[config.mk]
export PLATFORM = sky130hd
export DESIGN_NAME = promo_select_ctrl
export DESIGN_NICKNAME = d
export VERILOG_FILES = /design/src/rtl/promo_pkg.sv /design/src/rtl/key_edge_detect.sv /design/src/rtl/promo_select_ctrl.sv
export SDC_FILE = /design/constraint.sdc
export NUM_CORES = 1
export LEC_CHECK = 0
export CORE_MARGIN = 10
export CORE_UTILIZATION = 46
export DETAILED_ROUTE_END_ITERATION = 6
export PLACE_DENSITY = 0.86
export SYNTH_ARGS = -nofsm -noshare
export SYNTH_HDL_FRONTEND = slang
export SYNTH_HIERARCHICAL = 1
export SYNTH_SLANG_ARGS = --single-unit
[constraint.sdc]
create_clock -name vga_clk -period 1.8 [get_ports vga_clk]
set_clock_uncertainty 0.2 [all_clocks]
set_input_delay 0.36 -clock vga_clk [delete_from_list [all_inputs] [get_ports vga_clk]]
set_output_delay 0.36 -clock vga_clk [all_outputs]
set_load 0.01 [all_outputs]
[src/rtl/promo_pkg.sv]
`default_nettype none
// +--------------------------------------------------------------+
// | promo_pkg : shared state and piece encodings, wrap helpers   |
// | rev 1.0                                                      |
// +--------------------------------------------------------------+
package promo_pkg;

  localparam logic [1:0] ST_IDLE    = 2'd0;
  localparam logic [1:0] ST_SELECT  = 2'd1;
  localparam logic [1:0] ST_COMMIT  = 2'd2;
  localparam logic [1:0] ST_RELEASE = 2'd3;

  localparam logic [2:0] PC_PAWN   = 3'd0;
  localparam logic [2:0] PC_QUEEN  = 3'd1;
  localparam logic [2:0] PC_KNIGHT = 3'd2;
  localparam logic [2:0] PC_ROOK   = 3'd3;
  localparam logic [2:0] PC_BISHOP = 3'd4;

  // Candidate cycle skips the pawn: queen..bishop only.
  function automatic logic [2:0] next_piece(input logic [2:0] p);
    return (p >= PC_BISHOP) ? PC_QUEEN : p + 3'd1;
  endfunction

  function automatic logic [2:0] prev_piece(input logic [2:0] p);
    return (p <= PC_QUEEN) ? PC_BISHOP : p - 3'd1;
  endfunction

endpackage
`default_nettype wire

[src/rtl/key_edge_detect.sv]
`default_nettype none
// +--------------------------------------------------------------+
// | key_edge_detect : per-key register and rising-edge output    |
// | rev 1.0                                                      |
// +--------------------------------------------------------------+
module key_edge_detect #(
  parameter int WIDTH = 3
) (
  input  logic             clk,
  input  logic             rst,
  input  logic [WIDTH-1:0] key,
  output logic [WIDTH-1:0] rise
);

  logic [WIDTH-1:0] key_q;
  logic [WIDTH-1:0] key_d;

  always_comb key_d = key;

  always_ff @(posedge clk or posedge rst) begin
    if (rst) key_q <= '0;
    else     key_q <= key_d;
  end

  assign rise = key & ~key_q;

endmodule
`default_nettype wire

[src/rtl/promo_select_ctrl.sv]
`default_nettype none
// +--------------------------------------------------------------+
// | promo_select_ctrl : pawn-promotion piece chooser and commit  |
// | rev 1.0                                                      |
// +--------------------------------------------------------------+
module promo_select_ctrl
  import promo_pkg::*;
#(
  parameter int BLINK_FRAMES = 15
) (
  input  logic       vga_clk,
  input  logic       Reset,
  input  logic       frame_tick,
  input  logic       promo_req,
  input  logic [5:0] promo_square,
  input  logic       key_next,
  input  logic       key_prev,
  input  logic       key_confirm,
  output logic [2:0] promotion,
  output logic       preview_on,
  output logic       busy,
  output logic       promo_done,
  output logic [2:0] promo_piece,
  output logic [5:0] promo_square_out
);

  localparam logic [7:0] c_blink_last = 8'(BLINK_FRAMES - 1);

  logic [2:0] w_rise;
  logic       w_next_rise;
  logic       w_prev_rise;
  logic       w_conf_rise;

  key_edge_detect #(.WIDTH(3)) u_keys (
    .clk  (vga_clk),
    .rst  (Reset),
    .key  ({key_confirm, key_prev, key_next}),
    .rise (w_rise)
  );

  assign w_next_rise = w_rise[0];
  assign w_prev_rise = w_rise[1];
  assign w_conf_rise = w_rise[2];

  logic [1:0] state_q,     state_d;
  logic [2:0] choice_q,    choice_d;
  logic [7:0] blink_cnt_q, blink_cnt_d;
  logic       preview_q,   preview_d;
  logic       done_q,      done_d;
  logic [2:0] piece_q,     piece_d;
  logic [5:0] square_q,    square_d;
  logic [2:0] promotion_q, promotion_d;
  logic       busy_q,      busy_d;

  always_comb begin
    state_d     = state_q;
    choice_d    = choice_q;
    blink_cnt_d = blink_cnt_q;
    preview_d   = 1'b1;
    piece_d     = piece_q;
    square_d    = square_q;

    case (state_q)
      ST_IDLE: begin
        if (promo_req) begin
          square_d    = promo_square;
          choice_d    = PC_QUEEN;
          blink_cnt_d = 8'd0;
          state_d     = ST_SELECT;
        end
      end
      ST_SELECT: begin
        preview_d = preview_q;
        if (w_conf_rise) begin
          state_d   = ST_COMMIT;
          piece_d   = choice_q;
          preview_d = 1'b1;
        end else if (w_next_rise ^ w_prev_rise) begin
          choice_d    = w_next_rise ? next_piece(choice_q) : prev_piece(choice_q);
          blink_cnt_d = 8'd0;
          preview_d   = 1'b1;
        end else if (frame_tick) begin
          if (blink_cnt_q == c_blink_last) begin
            blink_cnt_d = 8'd0;
            preview_d   = ~preview_q;
          end else begin
            blink_cnt_d = blink_cnt_q + 8'd1;
          end
        end
      end
      ST_COMMIT: state_d = ST_RELEASE;
      ST_RELEASE: begin
        // Hold off re-arming until every key is up so a held key cannot leak
        // into the next promotion.
        if (!(key_next || key_prev || key_confirm)) state_d = ST_IDLE;
      end
      default: state_d = ST_IDLE;
    endcase

    done_d      = (state_d == ST_COMMIT);
    busy_d      = (state_d != ST_IDLE);
    promotion_d = (state_d != ST_IDLE) ? choice_d : PC_PAWN;
  end

  always_ff @(posedge vga_clk or posedge Reset) begin
    if (Reset) begin
      state_q     <= ST_IDLE;
      choice_q    <= PC_QUEEN;
      blink_cnt_q <= 8'd0;
      preview_q   <= 1'b1;
      done_q      <= 1'b0;
      piece_q     <= PC_PAWN;
      square_q    <= 6'd0;
      promotion_q <= PC_PAWN;
      busy_q      <= 1'b0;
    end else begin
      state_q     <= state_d;
      choice_q    <= choice_d;
      blink_cnt_q <= blink_cnt_d;
      preview_q   <= preview_d;
      done_q      <= done_d;
      piece_q     <= piece_d;
      square_q    <= square_d;
      promotion_q <= promotion_d;
      busy_q      <= busy_d;
    end
  end

  assign promotion        = promotion_q;
  assign preview_on       = preview_q;
  assign busy             = busy_q;
  assign promo_done       = done_q;
  assign promo_piece      = piece_q;
  assign promo_square_out = square_q;

endmodule
`default_nettype wire

# After elaboration in Yosys (flattened, before gate mapping)
# Cells that the tools add are included.
# totals
ff_bits,31
inputBits,13
out_inout_bits,15
elab_cells,61
# classes
n_addsub,3
magnitude_cmp,2
n_eq_ne,10
mux,23
bitwise,4
reduce_logical,9
# op_table
operator,count
8-bit two-way mux,5
3-bit two-way mux,7
8-bit case mux with 2 select lines,1
"8-bit by 1-bit adder with 8-bit output, second input constant",1
"8-bit by 4-bit equality test with 1-bit output, second input constant",1
"4-bit by 3-bit != test with 1-bit output, second input constant",2
2-bit case mux with 4 select lines,1
"2-bit equality test, second input constant",3
2-bit two-way mux,3
3-bit case mux with 2 select lines,1
2-bit AND reduction,3
1-bit two-way mux,5
"2-bit != test, second input constant",2
4-bit AND reduction,1
2-bit nonzero test,2
"3-bit by 1-bit adder with 3-bit output, second input constant",1
3-bit bitwise AND,1
"3-bit >= comparator, second input constant",1
"3-bit by 1-bit less-or-equal comparator with 1-bit output, second input constant",1
"3-bit != test, second input constant",1
3-bit NOT,1
"3-bit by 1-bit subtractor with 3-bit output, second input constant",1
"2-bit by 1-bit equality test with 1-bit output, second input constant",1
2-bit logical NOT,1
3 further kinds,4

# Longest topological paths before layout
# depth
ltp_word,7
ltp_mapped,7
depth_no_buf,7

# By module
# The synthesis kept the hierarchy.
# by_module_without_submodules
module,n_inst,cells_each,area_each_um2,seq_area_each_um2
promo_select_ctrl,1,140,1407.6,703.2
key_edge_detect,1,7,120.1,75.1

# Worst setup path before layout
# OpenSTA, ideal clock, no wires.
# synth_timing
path_type,register to register
from,register u_keys.key_q[0]
to,register blink_cnt_q[4]
setup_time_ns,0.078
arrival_ns,1.688
t_required_ns,1.522
slack_ns,-0.166
stages_incl_launch_ff,8
path_buffers,1
synth_period_minus_slack_ns,1.966
path_cell_list,dfrtp_1 -> nor2b_4 -> xor2_1 -> nor3_1 -> or2_1 -> buf_6 -> or3_1 -> a21oi_1
# synth_between
elab_chain_cells,6
word_cells_on_any_way,8
cone_classes,eq/ne: 1; mux: 3; bitwise: 3; reduce/logical: 1
# synth_rtl
item,line_no,text
"start, declared",key_edge_detect.sv:15,logic [WIDTH-1:0] key_q;
"start signal, assigned",key_edge_detect.sv:22,else key_q <= key_d;
3-bit NOT (*),key_edge_detect.sv:25,assign rise = key & ~key_q;
3-bit bitwise AND (*),key_edge_detect.sv:25,
net w_rise[0],promo_select_ctrl.sv:29,logic [2:0] w_rise;
1-bit bitwise XOR (*),promo_select_ctrl.sv:78,end else if (w_next_rise ^ w_prev_rise) begin
8-bit two-way mux,promo_select_ctrl.sv:78,
8-bit two-way mux,promo_select_ctrl.sv:74,if (w_conf_rise) begin
8-bit case mux with 2 select lines,promo_select_ctrl.sv:63,case (state_q)
"end signal, assigned",promo_select_ctrl.sv:119,blink_cnt_q <= blink_cnt_d;
"end, declared",promo_select_ctrl.sv:47,"logic [7:0] blink_cnt_q, blink_cnt_d;"
# Mark *: on every way through the listed nets, which the timed path passes. The rest lies on a longest branch. The select of a mux whose other input is x is not followed.
# A chain may end at the register's enable or synchronous reset.

# Final worst setup path
# layout_timing
from,register blink_cnt_q[0]
to,register blink_cnt_q[3]
# layout_between
elab_chain_cells,6
word_cells_on_any_way,7
cone_classes,add/sub: 1; eq/ne: 1; mux: 5
# layout_rtl
item,line_no,text
8-bit by 1-bit adder with 8-bit output or 8-bit by 4-bit equality test with 1-bit output (tied branches),"promo_select_ctrl.sv:87, promo_select_ctrl.sv:83",
8-bit two-way mux (*),promo_select_ctrl.sv:83,if (blink_cnt_q == c_blink_last) begin
8-bit two-way mux (*),promo_select_ctrl.sv:82,end else if (frame_tick) begin
8-bit two-way mux (*),promo_select_ctrl.sv:78,
8-bit two-way mux (*),promo_select_ctrl.sv:74,
8-bit case mux with 2 select lines (*),promo_select_ctrl.sv:63,
# Mark *: on every way between the ends. The rest lies on a longest branch, timed or not. The select of a mux whose other input is x is not followed.

==> flow_summary_export.csv <==
group,metric,value,unit
run_status,status,"finished with violations",
run_status,violations,"setup timing",
floorplan,initial_core_util,48.8,%
layout,nFillCells,207,
timing,finalSetupViolCount,1,
setup_path,crit_arrival,1.86,ns
global_route,grt_max_degree,29,
placed_design,port_buffers,27,
layout,drive_gt1_share,37.7,%
layout,postLayoutCoreUtil,71.9,%
global_route,grt_pass1_wl,6270,um
placed_design,dp_slack,-0.567,ns
cts,htree_levels,2,
cts,root_buffer,"clkbuf_4",
yosys,netlist_instances,147,
global_route,grt.overflow.total,0,
floorplan,row_count,20,
placed_design,placed_area,2040,um2
yosys,async_reset_ff_share,100,%
timing,period_needed,1.80,ns
floorplan,die_y,77.6,um
timing,rsz0062_at_grt,"yes",
layout,layout_commonest_cell,"buf_4",
drt,wl_per_cell,16.2,um
layout,final_cell_mix,"buf_4 (29), dfrtp_1 (28), nand2_1 (17)",
yosys,seq_area_frac_synth,50.9,%
drt,drt_iter0_markers,99,
yosys,avgSynthCellArea,10.4,um2
power_and_ir_drop,p_total,3.14,mW
global_route,antenna_found_initial,0,
placed_design,place_hpwl,2880,um
drt,vias_per_cell,5.29,
drt,ant_nets,0,
timing,slew_headroom,76.8,%
power_and_ir_drop,ir_drop,0.889,mV
cts,cts.path.max_buffers,2,
layout,syn_to_final_growth,47.2,%
flow_run,max-cap-violations,0,
cts,cts_buffers,5,
layout,num_antenna_cells,0,
timing,fin_ws,-0.00303,ns
timing,hold_violations,0,
layout,layout.nets,225,
timing,report.final.slew_viol_count,0,
timing,fin_crit_sh,100,%
floorplan,die_area,6030,um2
yosys,synth-edff-count,0,
setup_path,crit_path_start_kind,"flip-flop",
yosys,netlist_area,1530,um2
setup_path,crit_chain,"inv_1 > ha_2 > nor3b_2 > and3_4 > nor3_4 > buf_4 > nand3_1 > o311ai_2",
yosys,synth.net_count,166,
hold_path,hold_path_class,"in2async",
setup_path,crit_fanout,2,
floorplan,pin_count,28,
setup_path,crit_path_end_kind,"flip-flop",
global_route,grt_pass1_vias,1331,
cts,clk_latency,0.34,ns
timing,max_freq,555,MHz
cts,clkTransAtPathRegs,0.10,ns
drt,vias,1329,
cts,cts_num_sinks,31,
setup_path,critPathMaxStageDelay,0.37,ns
power_and_ir_drop,pwr_density_cell,1400,nW/um2
yosys,yosysWarningCount,6,
setup_path,crit_type,"reg2reg",
global_route,gr-usage-all-layers,12.9,%
yosys,ys.flop_type,"dfrtp_1",
floorplan,die_w,77.6,um
floorplan,coreArea,3130,um2
yosys,synth_cell_types,36,
yosys,ys_seq_elements,31,
power_and_ir_drop,power_leakage,1.06,nW
layout,finish.instance_area,2250,um2
setup_path,cp.required,1.85,ns
setup_path,crit_slowest_cell,"dfrtp_1",
placed_design,place_congestion,0.946,
drt,routed_wl,4060,um
timing,worstMarginPinSlew,0.346,ns
drt,firstDrtPassIters,4,
drt,drcViolationCount,0,
cts,cts_tree,"done",
[kinds of logic (layout without fill, tap and decap cells)]
family / count (synthesis) / count (layout) / share of synthesized area [%]
adders and majority gates: 6 / 6 / 4.91
xor gates and xnor gates: 5 / 5 / 2.87
AOI/OAI and AO/OA: 29 / 29 / 12.0
and+or+nand+nor: 58 / 58 / 20.9
DFF: 31 / 31 / 50.9
buffers and inverters: 12 / 72 / 3.93
muxes: 6 / 6 / 4.42
[Yosys cell counts, types with 2 or more instances]
cell	instances	area share [%]
dfrtp_1	29	48
nand2_1	17	4.2
o21ai_0	12	3.9
inv_1	8	2.0
nor3_1	7	2.3
ha_1	6	4.9
mux2_2	6	4.4
nor2_1	6	1.5
a21oi_1	5	1.6
nand2b_1	4	1.6
a31oi_1	3	1.2
and2_1	3	1.2
nand3_1	3	0.98
nor2b_1	3	1.2
nor2b_4	3	2.7
xnor2_1	3	1.7
a211oi_1	2	0.98
buf_6	2	1.5
clkbuf_1	2	0.49
dfstp_2	2	3.4
nand4_1	2	0.82
nor3b_1	2	0.98
o31ai_1	2	0.98
or3_1	2	0.82
xor2_1	2	1.1
[critical path: cells and delay by family, from the launching register on]
| family | cells | cell delay [ns] |
|---|---|---|
| flops | 1 | 0.37 |
| fa+ha+maj | 1 | 0.18 |
| simple gates | 4 | 0.67 |
| buf+inv | 2 | 0.21 |
| compound gates | 1 | 0.08 |
[through the flow]
stage | instances | hold WS (ns) | setup TNS, ns
floorplan | 147 | -0.0864 | -0.205
global placement | 241 | 0.262 | -6.89
detailed placement | 241 | 0.270 | -8.23
CTS | 251 | 0.0259 | -0.0240
global route | 251 | 0.0116 | -0.266
finish | 251 | 0.0243 | -0.00303
[per-layer routing]
layer | GRT usage, % | share of wire, % | up-vias
met5 | 0 | 0 | -
li1 | - | - | 625
met4 | 4.93 | 2.5 | 0
met3 | 5.88 | 7.5 | 13
met1 | 14.5 | 41 | 638
met2 | 20.9 | 49 | 53
[layout make-up]
class                           count  area (um2)  share of cell area [%]
Multi-Input combinational cell    104         818                    36.4
Sequential cell                    31         779                    34.7
Timing Repair Buffer               56         479                    21.3
Tap cell                           44        55.1                    2.45
Clock buffer                        6        51.3                    2.28
Clock inverter                      2        35.0                    1.56
Inverter                            8        30.0                    1.34
[sequential cells by signal, summed over array words and instances (netlist names)]
signal            cells
preview_on            1
state_q               2
busy                  1
promotion             3
promo_done            1
blink_cnt_q           8
choice_q              3
u_keys/key_q          3
promo_piece           3
promo_square_out      6
[final timing paths]
kind / start / endpoint / slack [ns] / depth (start not counted)
worst max-delay path: blink_cnt_q[0] / blink_cnt_q[3] / -0.003 / 8
max in group asynchronous: Reset / preview_on / 0.87 / 3
worst max register to register: blink_cnt_q[0] / blink_cnt_q[3] / -0.003 / 8
min in group vga_clk: key_prev / u_keys/key_q[1] / 0.18 / 2
worst min register to register: promo_piece[0] / promo_piece[0] / 0.28 / 2
worst min-delay path: Reset / u_keys/key_q[1] / 0.02 / 2
[where the power goes]
group / switching, mW / total [mW] / internal [mW]
logic: 0.733 / 1.50 / 0.766
clock network: 0.241 / 0.569 / 0.328
registers: 0.149 / 1.08 / 0.928
[repair_timing]
action / in CTS / in global routing
endpoints found under the setup margin: 21 / 14
hold buffers: 0 / 0
gates resized for setup: 27 / 22
pin swaps: 7 / 7
buffers inserted: 2 / 0
Power figures use the tool's default switching activity.
